$ cat src/rtl/inst_encoder.sv
// inst_encoder: packs decoded RV32I fields back into a 32-bit instruction word.
// Two-stage valid/ready pipe: stage 1 looks up opcode/funct/format, stage 2 scatters imm and checks it.
module inst_encoder #(
    parameter bit CHECK_IMM = 1'b1,
    parameter bit ERR_ZERO  = 1'b1
) (
    input  logic        clk_in,
    input  logic        rst_n_in,
    input  logic        clr_in,
    input  logic        in_valid,
    output logic        in_ready,
    input  logic [2:0]  in_type,
    input  logic [5:0]  in_code,
    input  logic [4:0]  in_rd,
    input  logic [4:0]  in_rs1,
    input  logic [4:0]  in_rs2,
    input  logic [31:0] in_imm,
    output logic        out_valid,
    input  logic        out_ready,
    output logic [31:0] out_inst,
    output logic        out_err
);
    localparam logic [2:0] T_ALU = 3'd0, T_LD = 3'd1, T_ST = 3'd2, T_BRC = 3'd3, T_JMP = 3'd4;
    localparam logic [5:0] C_ADD = 6'd0, C_SUB = 6'd1, C_SLL = 6'd2, C_SLT = 6'd3, C_SLTU = 6'd4,
                           C_XOR = 6'd5, C_SRL = 6'd6, C_SRA = 6'd7, C_OR = 6'd8, C_AND = 6'd9,
                           C_ADDI = 6'd10, C_SLTI = 6'd11, C_SLTIU = 6'd12, C_XORI = 6'd13,
                           C_ORI = 6'd14, C_ANDI = 6'd15, C_SLLI = 6'd16, C_SRLI = 6'd17,
                           C_SRAI = 6'd18, C_LUI = 6'd19, C_AUIPC = 6'd20, C_LB = 6'd21,
                           C_LH = 6'd22, C_LW = 6'd23, C_LBU = 6'd24, C_LHU = 6'd25, C_SB = 6'd26,
                           C_SH = 6'd27, C_SW = 6'd28, C_BEQ = 6'd29, C_BNE = 6'd30, C_BLT = 6'd31,
                           C_BGE = 6'd32, C_BLTU = 6'd33, C_BGEU = 6'd34, C_JALR = 6'd35,
                           C_JAL = 6'd36;

    typedef enum logic [2:0] {F_R, F_I, F_SH, F_S, F_B, F_U, F_J} fmt_e;

    logic        s1_valid_q, s2_valid_q, s1_err_q, out_err_q;
    logic [6:0]  s1_op_q, s1_f7_q;
    logic [2:0]  s1_f3_q;
    fmt_e        s1_fmt_q;
    logic [4:0]  s1_rd_q, s1_rs1_q, s1_rs2_q;
    logic [31:0] s1_imm_q, out_inst_q;

    logic [6:0]  op_d, f7_d;
    logic [2:0]  f3_d, cls_d;
    fmt_e        fmt_d;
    logic        bad_d, err1_d, bad_imm, err2_d;
    logic [31:0] enc_d, inst2_d;
    logic        s2_take;

    // True when v survives sign-extension from its low n bits.
    function automatic logic fits(input logic [31:0] v, input int n);
        logic [31:0] t;
        t = $signed(v) >>> (n - 1);
        return t == 32'h0 || t == 32'hFFFF_FFFF;
    endfunction

    assign s2_take   = !s2_valid_q || out_ready;
    assign in_ready  = clr_in || !s1_valid_q || s2_take;
    assign out_valid = s2_valid_q;
    assign out_inst  = out_inst_q;
    assign out_err   = out_err_q;

    always_comb begin
        f7_d = (in_code == C_SUB || in_code == C_SRA || in_code == C_SRAI) ? 7'h20 : 7'h00;
        case (in_code)
            C_ADD, C_SUB, C_ADDI, C_LB, C_SB, C_BEQ, C_JALR: f3_d = 3'd0;
            C_SLL, C_SLLI, C_LH, C_SH, C_BNE:                f3_d = 3'd1;
            C_SLT, C_SLTI, C_LW, C_SW:                       f3_d = 3'd2;
            C_SLTU, C_SLTIU:                                 f3_d = 3'd3;
            C_XOR, C_XORI, C_LBU, C_BLT:                     f3_d = 3'd4;
            C_SRL, C_SRA, C_SRLI, C_SRAI, C_LHU, C_BGE:      f3_d = 3'd5;
            C_OR, C_ORI, C_BLTU:                             f3_d = 3'd6;
            C_AND, C_ANDI, C_BGEU:                           f3_d = 3'd7;
            default:                                         f3_d = 3'd0;
        endcase
        bad_d = 1'b0;
        op_d  = 7'h33;
        fmt_d = F_R;
        cls_d = T_ALU;
        if (in_code <= C_AND) begin
            op_d = 7'h33;
        end else if (in_code <= C_ANDI) begin
            op_d = 7'h13; fmt_d = F_I;
        end else if (in_code <= C_SRAI) begin
            op_d = 7'h13; fmt_d = F_SH;
        end else if (in_code == C_LUI) begin
            op_d = 7'h37; fmt_d = F_U;
        end else if (in_code == C_AUIPC) begin
            op_d = 7'h17; fmt_d = F_U;
        end else if (in_code <= C_LHU) begin
            op_d = 7'h03; fmt_d = F_I; cls_d = T_LD;
        end else if (in_code <= C_SW) begin
            op_d = 7'h23; fmt_d = F_S; cls_d = T_ST;
        end else if (in_code <= C_BGEU) begin
            op_d = 7'h63; fmt_d = F_B; cls_d = T_BRC;
        end else if (in_code == C_JALR) begin
            op_d = 7'h67; fmt_d = F_I; cls_d = T_JMP;
        end else if (in_code == C_JAL) begin
            op_d = 7'h6F; fmt_d = F_J; cls_d = T_JMP;
        end else begin
            bad_d = 1'b1;
        end
        err1_d = bad_d || cls_d != in_type;
    end

    always_comb begin
        enc_d   = {s1_f7_q, s1_rs2_q, s1_rs1_q, s1_f3_q, s1_rd_q, s1_op_q};
        bad_imm = 1'b0;
        case (s1_fmt_q)
            F_I: begin
                enc_d   = {s1_imm_q[11:0], s1_rs1_q, s1_f3_q, s1_rd_q, s1_op_q};
                bad_imm = !fits(s1_imm_q, 12);
            end
            F_SH: begin
                enc_d   = {s1_f7_q, s1_imm_q[4:0], s1_rs1_q, s1_f3_q, s1_rd_q, s1_op_q};
                bad_imm = |s1_imm_q[31:5];
            end
            F_S: begin
                enc_d   = {s1_imm_q[11:5], s1_rs2_q, s1_rs1_q, s1_f3_q, s1_imm_q[4:0], s1_op_q};
                bad_imm = !fits(s1_imm_q, 12);
            end
            F_B: begin
                enc_d   = {s1_imm_q[12], s1_imm_q[10:5], s1_rs2_q, s1_rs1_q, s1_f3_q,
                           s1_imm_q[4:1], s1_imm_q[11], s1_op_q};
                bad_imm = !fits(s1_imm_q, 13) || s1_imm_q[0];
            end
            F_U: begin
                enc_d   = {s1_imm_q[31:12], s1_rd_q, s1_op_q};
                bad_imm = |s1_imm_q[11:0];
            end
            F_J: begin
                enc_d   = {s1_imm_q[20], s1_imm_q[10:1], s1_imm_q[11], s1_imm_q[19:12], s1_rd_q, s1_op_q};
                bad_imm = !fits(s1_imm_q, 21) || s1_imm_q[0];
            end
            default: ;
        endcase
        err2_d  = s1_err_q || (CHECK_IMM && bad_imm);
        inst2_d = (ERR_ZERO && err2_d) ? 32'h0 : enc_d;
    end

    always_ff @(posedge clk_in or negedge rst_n_in) begin
        if (!rst_n_in) begin
            s1_valid_q <= 1'b0;
            s2_valid_q <= 1'b0;
            s1_err_q   <= 1'b0;
            s1_op_q    <= 7'h0;
            s1_f7_q    <= 7'h0;
            s1_f3_q    <= 3'h0;
            s1_fmt_q   <= F_R;
            s1_rd_q    <= 5'h0;
            s1_rs1_q   <= 5'h0;
            s1_rs2_q   <= 5'h0;
            s1_imm_q   <= 32'h0;
            out_inst_q <= 32'h0;
            out_err_q  <= 1'b0;
        end else begin
            // Flush beats any simultaneous accept or advance.
            if (clr_in) begin
                s1_valid_q <= 1'b0;
                s2_valid_q <= 1'b0;
            end else begin
                if (s2_take) s2_valid_q <= s1_valid_q;
                if (in_ready) s1_valid_q <= in_valid;
            end
            if (!clr_in && in_valid && in_ready) begin
                s1_err_q <= err1_d;
                s1_op_q  <= op_d;
                s1_f7_q  <= f7_d;
                s1_f3_q  <= f3_d;
                s1_fmt_q <= fmt_d;
                s1_rd_q  <= in_rd;
                s1_rs1_q <= in_rs1;
                s1_rs2_q <= in_rs2;
                s1_imm_q <= in_imm;
            end
            if (!clr_in && s2_take && s1_valid_q) begin
                out_inst_q <= inst2_d;
                out_err_q  <= err2_d;
            end
        end
    end
endmodule

$ cat config.mk
export PLATFORM = sky130hd
export DESIGN_NAME = inst_encoder
export DESIGN_NICKNAME = d
export VERILOG_FILES = /design/src/rtl/inst_encoder.sv
export SDC_FILE = /design/constraint.sdc
export NUM_CORES = 1
export LEC_CHECK = 0
export CORE_UTILIZATION = 46
export CTS_CLUSTER_SIZE = 8
export DETAILED_ROUTE_END_ITERATION = 6
export PLACE_DENSITY = 0.71
export SLEW_MARGIN = 20
export SYNTH_ARGS = -nofsm -noshare
export SYNTH_HDL_FRONTEND = slang
export SYNTH_SLANG_ARGS = --single-unit
$ cat constraint.sdc
create_clock -name clk_in -period 2.8 [get_ports clk_in]
set_clock_uncertainty 0.05 [all_clocks]
set_input_delay 0.42 -clock clk_in [delete_from_list [all_inputs] [get_ports clk_in]]
set_output_delay 0.42 -clock clk_in [all_outputs]
set_load 0.01 [all_outputs]
# Yosys cells after proc, flatten, opt, wreduce, memory -nomap -nowiden
# Memory sizes are Yosys's and may differ from the RTL's. A register that Yosys moved wholly into a read port is not among the register bits.
# Cells that the tools add are included.
# classes
magnitude_cmp,6
eq_ne,17
n_mux,48
reduce_logical,31
# op_table
operator,n
32-bit one-hot mux with 6 select lines,1
32-bit == test (second input constant),3
32-bit zero test,3
7-bit 2-to-1 mux,10
3-bit 2-to-1 mux,20
32-bit 2-to-1 mux,1
27-bit OR reduction,1
6-bit by 5-bit == test with 1-bit output (second input constant),3
6-bit by 5-bit <= comparator with 1-bit output (second input constant),3
1-bit 2-to-1 mux,14
6-bit == test (second input constant),2
6-bit by 4-bit <= comparator with 1-bit output (second input constant),2
1-bit logical OR,12
12-bit OR reduction,1
3-bit == test (second input constant),3
1-bit zero test,7
3-bit by 2-bit == test with 1-bit output (second input constant),2
6-bit by 1-bit == test with 1-bit output (second input constant),1
6-bit by 3-bit == test with 1-bit output (second input constant),1
6-bit <= comparator (second input constant),1
6-bit 2-to-1 mux,1
1-bit one-hot mux with 5 select lines,1
1-bit logical AND,4
2-bit nonzero test,2
other kinds (3),3
# totals
regBits,100
mem_bits_ro,192
output_inout_bits,35
elab_cells,115
mem_count,1
# memory_table
name,depth,word_bits,rd,rd_clocked_by_memory_dff,write_ports,line_no,source
(name not given),64,3,1,1,0,65,case (in_code)

# Longest topological paths before layout
# depth
depth_word,13
ltp_mapped,8

# Least setup slack after synthesis
# OpenSTA, ideal clock, no wires.
# synth_path
path_type,input-to-reg
from,input in_code[1]
to,register s1_err_q
arrival_time_ns,1.955
t_required_ns,2.621
setup_slack_ns,0.666
stages,8
path_buffers,1
cell_sequence,inv_1 > ha_1 > mux2i_1 > or2_1 > clkbuf_1 > or4_1 > a221oi_1 > a21oi_1
# synth_via
elab_chain_len,13
elab_cells_between_ends,32
# synth_rtl
element,line_no,source
start: declaration,13,"input logic [5:0] in_code,"
"parallel branches: the longest is 12 deep, another holds 6-bit <= comparator",--,
1-bit logical OR (*),103,err1_d = bad_d || cls_d != in_type;
end signal: assignment,166,s1_err_q <= err1_d;
end: declaration,36,"logic s1_valid_q, s2_valid_q, s1_err_q, out_err_q;"
# Every way passes the cells marked *.
# A chain may end at the register's enable or synchronous reset.

# Final worst setup path
# layout_path
from,register s1_imm_q[5]
to,"register out_inst_q[30], in the netlist out_inst[30]"
# layout_via
elab_chain_len,4
elab_cells_between_ends,5
# layout_rtl
element,line_no,source
start: declaration,41,"logic [31:0] s1_imm_q, out_inst_q;"
start signal: assignment,174,s1_imm_q <= in_imm;
27-bit OR reduction or 12-bit OR reduction (tied branches),"116, 129",
1-bit one-hot mux with 5 select lines (*),109,case (s1_fmt_q)
1-bit logical OR (*),137,err2_d = s1_err_q || (CHECK_IMM && bad_imm);
32-bit 2-to-1 mux (*),138,inst2_d = (ERR_ZERO && err2_d) ? 32'h0 : enc_d;
end signal: assignment,177,out_inst_q <= inst2_d;
end: declaration,41,
# Mark *: on every way between the ends. The rest lies on a longest branch, timed or not.

==> results.sh <==
export IMPL_grt_use_total_pct=24.0
export IMPL_synth_area_leaders="dfrtp_1 45%, nand2_1 14%, o41ai_2 7.1%"
export IMPL_place_hpwl_mm=9.66
export IMPL_fp_dieW_um=109
export IMPL_drc=0
export IMPL_grt_start_max_net_pins=57
export IMPL_ir_drop_uv=281
export IMPL_num_rows=38
export IMPL_yosysMostFrequentCell="nand2_1"
export IMPL_grt_overflow=0
export IMPL_required_ps=2990
export IMPL_synth_edff_count=0
export IMPL_wl_per_cell_um=16.6
export IMPL_tns_ps=0
export IMPL_vias=4564
export IMPL_ys_ff_latch=95
export IMPL_cts_tree="built"
export IMPL_synth_ff_type="dfrtp_1"
export IMPL_final_nets=742
export IMPL_cpPeakStageDelay_ps=540
export IMPL_clk_path_buf_depth=2
export IMPL_syn_area_mm2=0.00529
export IMPL_crit_path_start_kind="flip-flop"
export IMPL_clk_latency_ps=340
export IMPL_area_delta_synth_final_pct=26.6
export IMPL_cp_end_kind="flip-flop"
export IMPL_ctsResizeCount=0
export IMPL_period_share_pct=87.5
export IMPL_hold_viol_final=0
export IMPL_final_max_slew_viol_count=0
export IMPL_cp_cell_sequence="nor4_4 > nand4_1 > a311o_1 > a311o_4 > o41ai_2"
export IMPL_syn_num_nets=658
export IMPL_portBuffers=95
export IMPL_core_mm2=0.0110
export IMPL_synthCells=590
export IMPL_cp_slowest_cell="a311o_4"
export IMPL_yosys_warnings=0
export IMPL_crit_path_max_fanout=32
export IMPL_hold_ws_ps=6.70
export IMPL_cts_sinks=95
export IMPL_avgSynthCellArea_um2=8.96
export IMPL_hold_class="primary input to asynchronous set/reset pin"
export IMPL_worst_path_buf_inv=0
export IMPL_cts_root_buf="clkbuf_16"
export IMPL_start_util_pct=47.9
export IMPL_setup_worst_path_class="flip-flop to flip-flop"
export IMPL_cts_buffers=9
export IMPL_insertedDiodeCount=0
export IMPL_synth_seq_area_share_pct=44.9
export IMPL_grt_pass1_wl_mm=22.0
export IMPL_die_y_um=109
export IMPL_critPathTopFamily="compound AO/OA/AOI/OAI gates"
export IMPL_yosys_area_top_type="dfrtp_1"
export IMPL_synth_top_area_share_pct=44.9
export IMPL_run_status="finished clean"
export IMPL_antenna_found_initial=0
export IMPL_postRouteAntennaNets=0
export IMPL_wl_mm=13.6
export IMPL_gp_congestion=0.848
export IMPL_synth_async_reset_ratio_pct=100
export IMPL_synthTopCellsByCount="204 x nand2_1, 95 x dfrtp_1, 30 x clkbuf_1, 30 x mux2i_1, 25 x nor2_1"
export IMPL_fmax_mhz=408
export IMPL_post_cts_buffers=0
export IMPL_fin_crit_ps=2450
export IMPL_p_leak_nw=3.05
export IMPL_utilization_pct=60.7
export IMPL_slew_headroom_pct=30.3
export IMPL_drtPass1Iterations=4
export IMPL_drive_gt1_share_pct=10.9
export IMPL_powerDensity_mw_per_mm2=528
export IMPL_drtIter0Drc=352
export IMPL_num_io_pins=96
export IMPL_cap_viol_max_count=0
export IMPL_clkTransAtPathRegs_ps=60
export IMPL_rsz0062_at_grt="false"
export IMPL_viasPerCell=5.57
export IMPL_postCtsHoldBufs=0
export IMPL_grt_pass1_vias=4366
export IMPL_crit_arrival_ps=2640
export IMPL_htreeDepth=3
export IMPL_worstMarginPinSlew_ps=1040
export IMPL_die_area_mm2=0.0119
export IMPL_ys_types=56
export IMPL_setup_viol=0
==> flip-flops by register name, indices dropped and copies added (netlist names) <==
register,cells
s1_imm_q,32
out_inst,31
s1_op_q,6
s1_rd_q,5
s1_rs1_q,5
s1_rs2_q,5
s1_f3_q,3
s1_fmt_q,3
out_err,1
out_valid,1
s1_err_q,1
s1_f7_q,1
s1_valid_q,1
==> cell type report <==
type / instances / area (µm²)
clock inverters: 2 / 15.0
fillers: 987 / 4340
inverters: 13 / 48.8
repair buffers: 118 / 1130
well taps: 140 / 175
clock buffers: 14 / 264
multi-input cells: 437 / 2680
flip-flops and latches: 95 / 2380
==> cells by family (layout without fill, tap and decap cells) <==
family / Yosys count / in the layout / share of synthesized area, %
fa+ha+maj: 7 / 7 / 1.66
mux: 34 / 34 / 6.74
simple gates: 278 / 278 / 22.8
compound gates: 116 / 116 / 18.8
buf+inv: 58 / 147 / 4.73
flops: 95 / 95 / 44.9
xor+xnor: 2 / 2 / 0.331
==> path summary, 6_finish.rpt <==
path,startpoint,end,slack [ps],cells past startpoint
max,s1_imm_q[5]$_DFFE_PN0P_,out_inst[30]$_DFFE_PN0P_,350,5
min,rst_n_in,out_inst[12]$_DFFE_PN0P_,7,1
max reg2reg,s1_imm_q[5]$_DFFE_PN0P_,out_inst[30]$_DFFE_PN0P_,350,5
min reg2reg,s1_op_q[1]$_DFFE_PN0P_,s1_op_q[1]$_DFFE_PN0P_,420,1
max in group asynchronous,rst_n_in,out_inst[31]$_DFFE_PN0P_,2030,2
min in group clk_in,s1_op_q[1]$_DFFE_PN0P_,s1_op_q[1]$_DFFE_PN0P_,420,1
==> routing by layer <==
metal  routed length [µm]  track usage, %  part of all wire (%)  vias to the layer above
met5                    0               0                     0                        -
met4                  191            7.24                   1.4                        0
met3                  627            3.65                   4.6                       15
met2                 6330            37.5                    47                      126
met1                 6430            34.3                    47                     2210
li1                     -               -                     -                     2213
==> power breakdown <==
group          internal [mW]  total [mW]  switching [mW]
clock                  0.652        1.15           0.499
combinational          0.327       0.759           0.432
sequential              1.50        1.63           0.126
==> worst reg2reg max path, cell delays in order, from the launching register on <==
cell and delay [ps]:
dfrtp_1 420, nor4_4 410, nand4_1 150, a311o_1 350
a311o_4 550, o41ai_2 430
==> cells in the final DEF, fill, tap and decap left out, types with 7 or more instances in the layout <==
master           Yosys  final
nand2_1            204    204
dfrtp_1             95     95
clkdlybuf4s50_1      0     94
mux2i_1             30     30
nor2_1              25     24
o41ai_2             23     23
buf_4                1     23
o21ai_0             21     21
a21oi_1             17     16
inv_1               13     13
clkbuf_16            0      9
o31ai_1              8      8
nand4_1              7      7
o22ai_1              7      7
ha_1                 7      7
==> stage by stage <==
stage                     setup WS [ps]  area [µm²]  power (mW)  cells
after floorplan                     666        5290        2.09    590
after CTS                           364        6700        3.55    819
after global routing                220        6700        3.71    819
after detailed placement            167        6420        2.41    803
final                               349        6700        3.54    819
after global placement              196        6420        2.38    803
No activity file was read; power rests on OpenSTA's default activity.
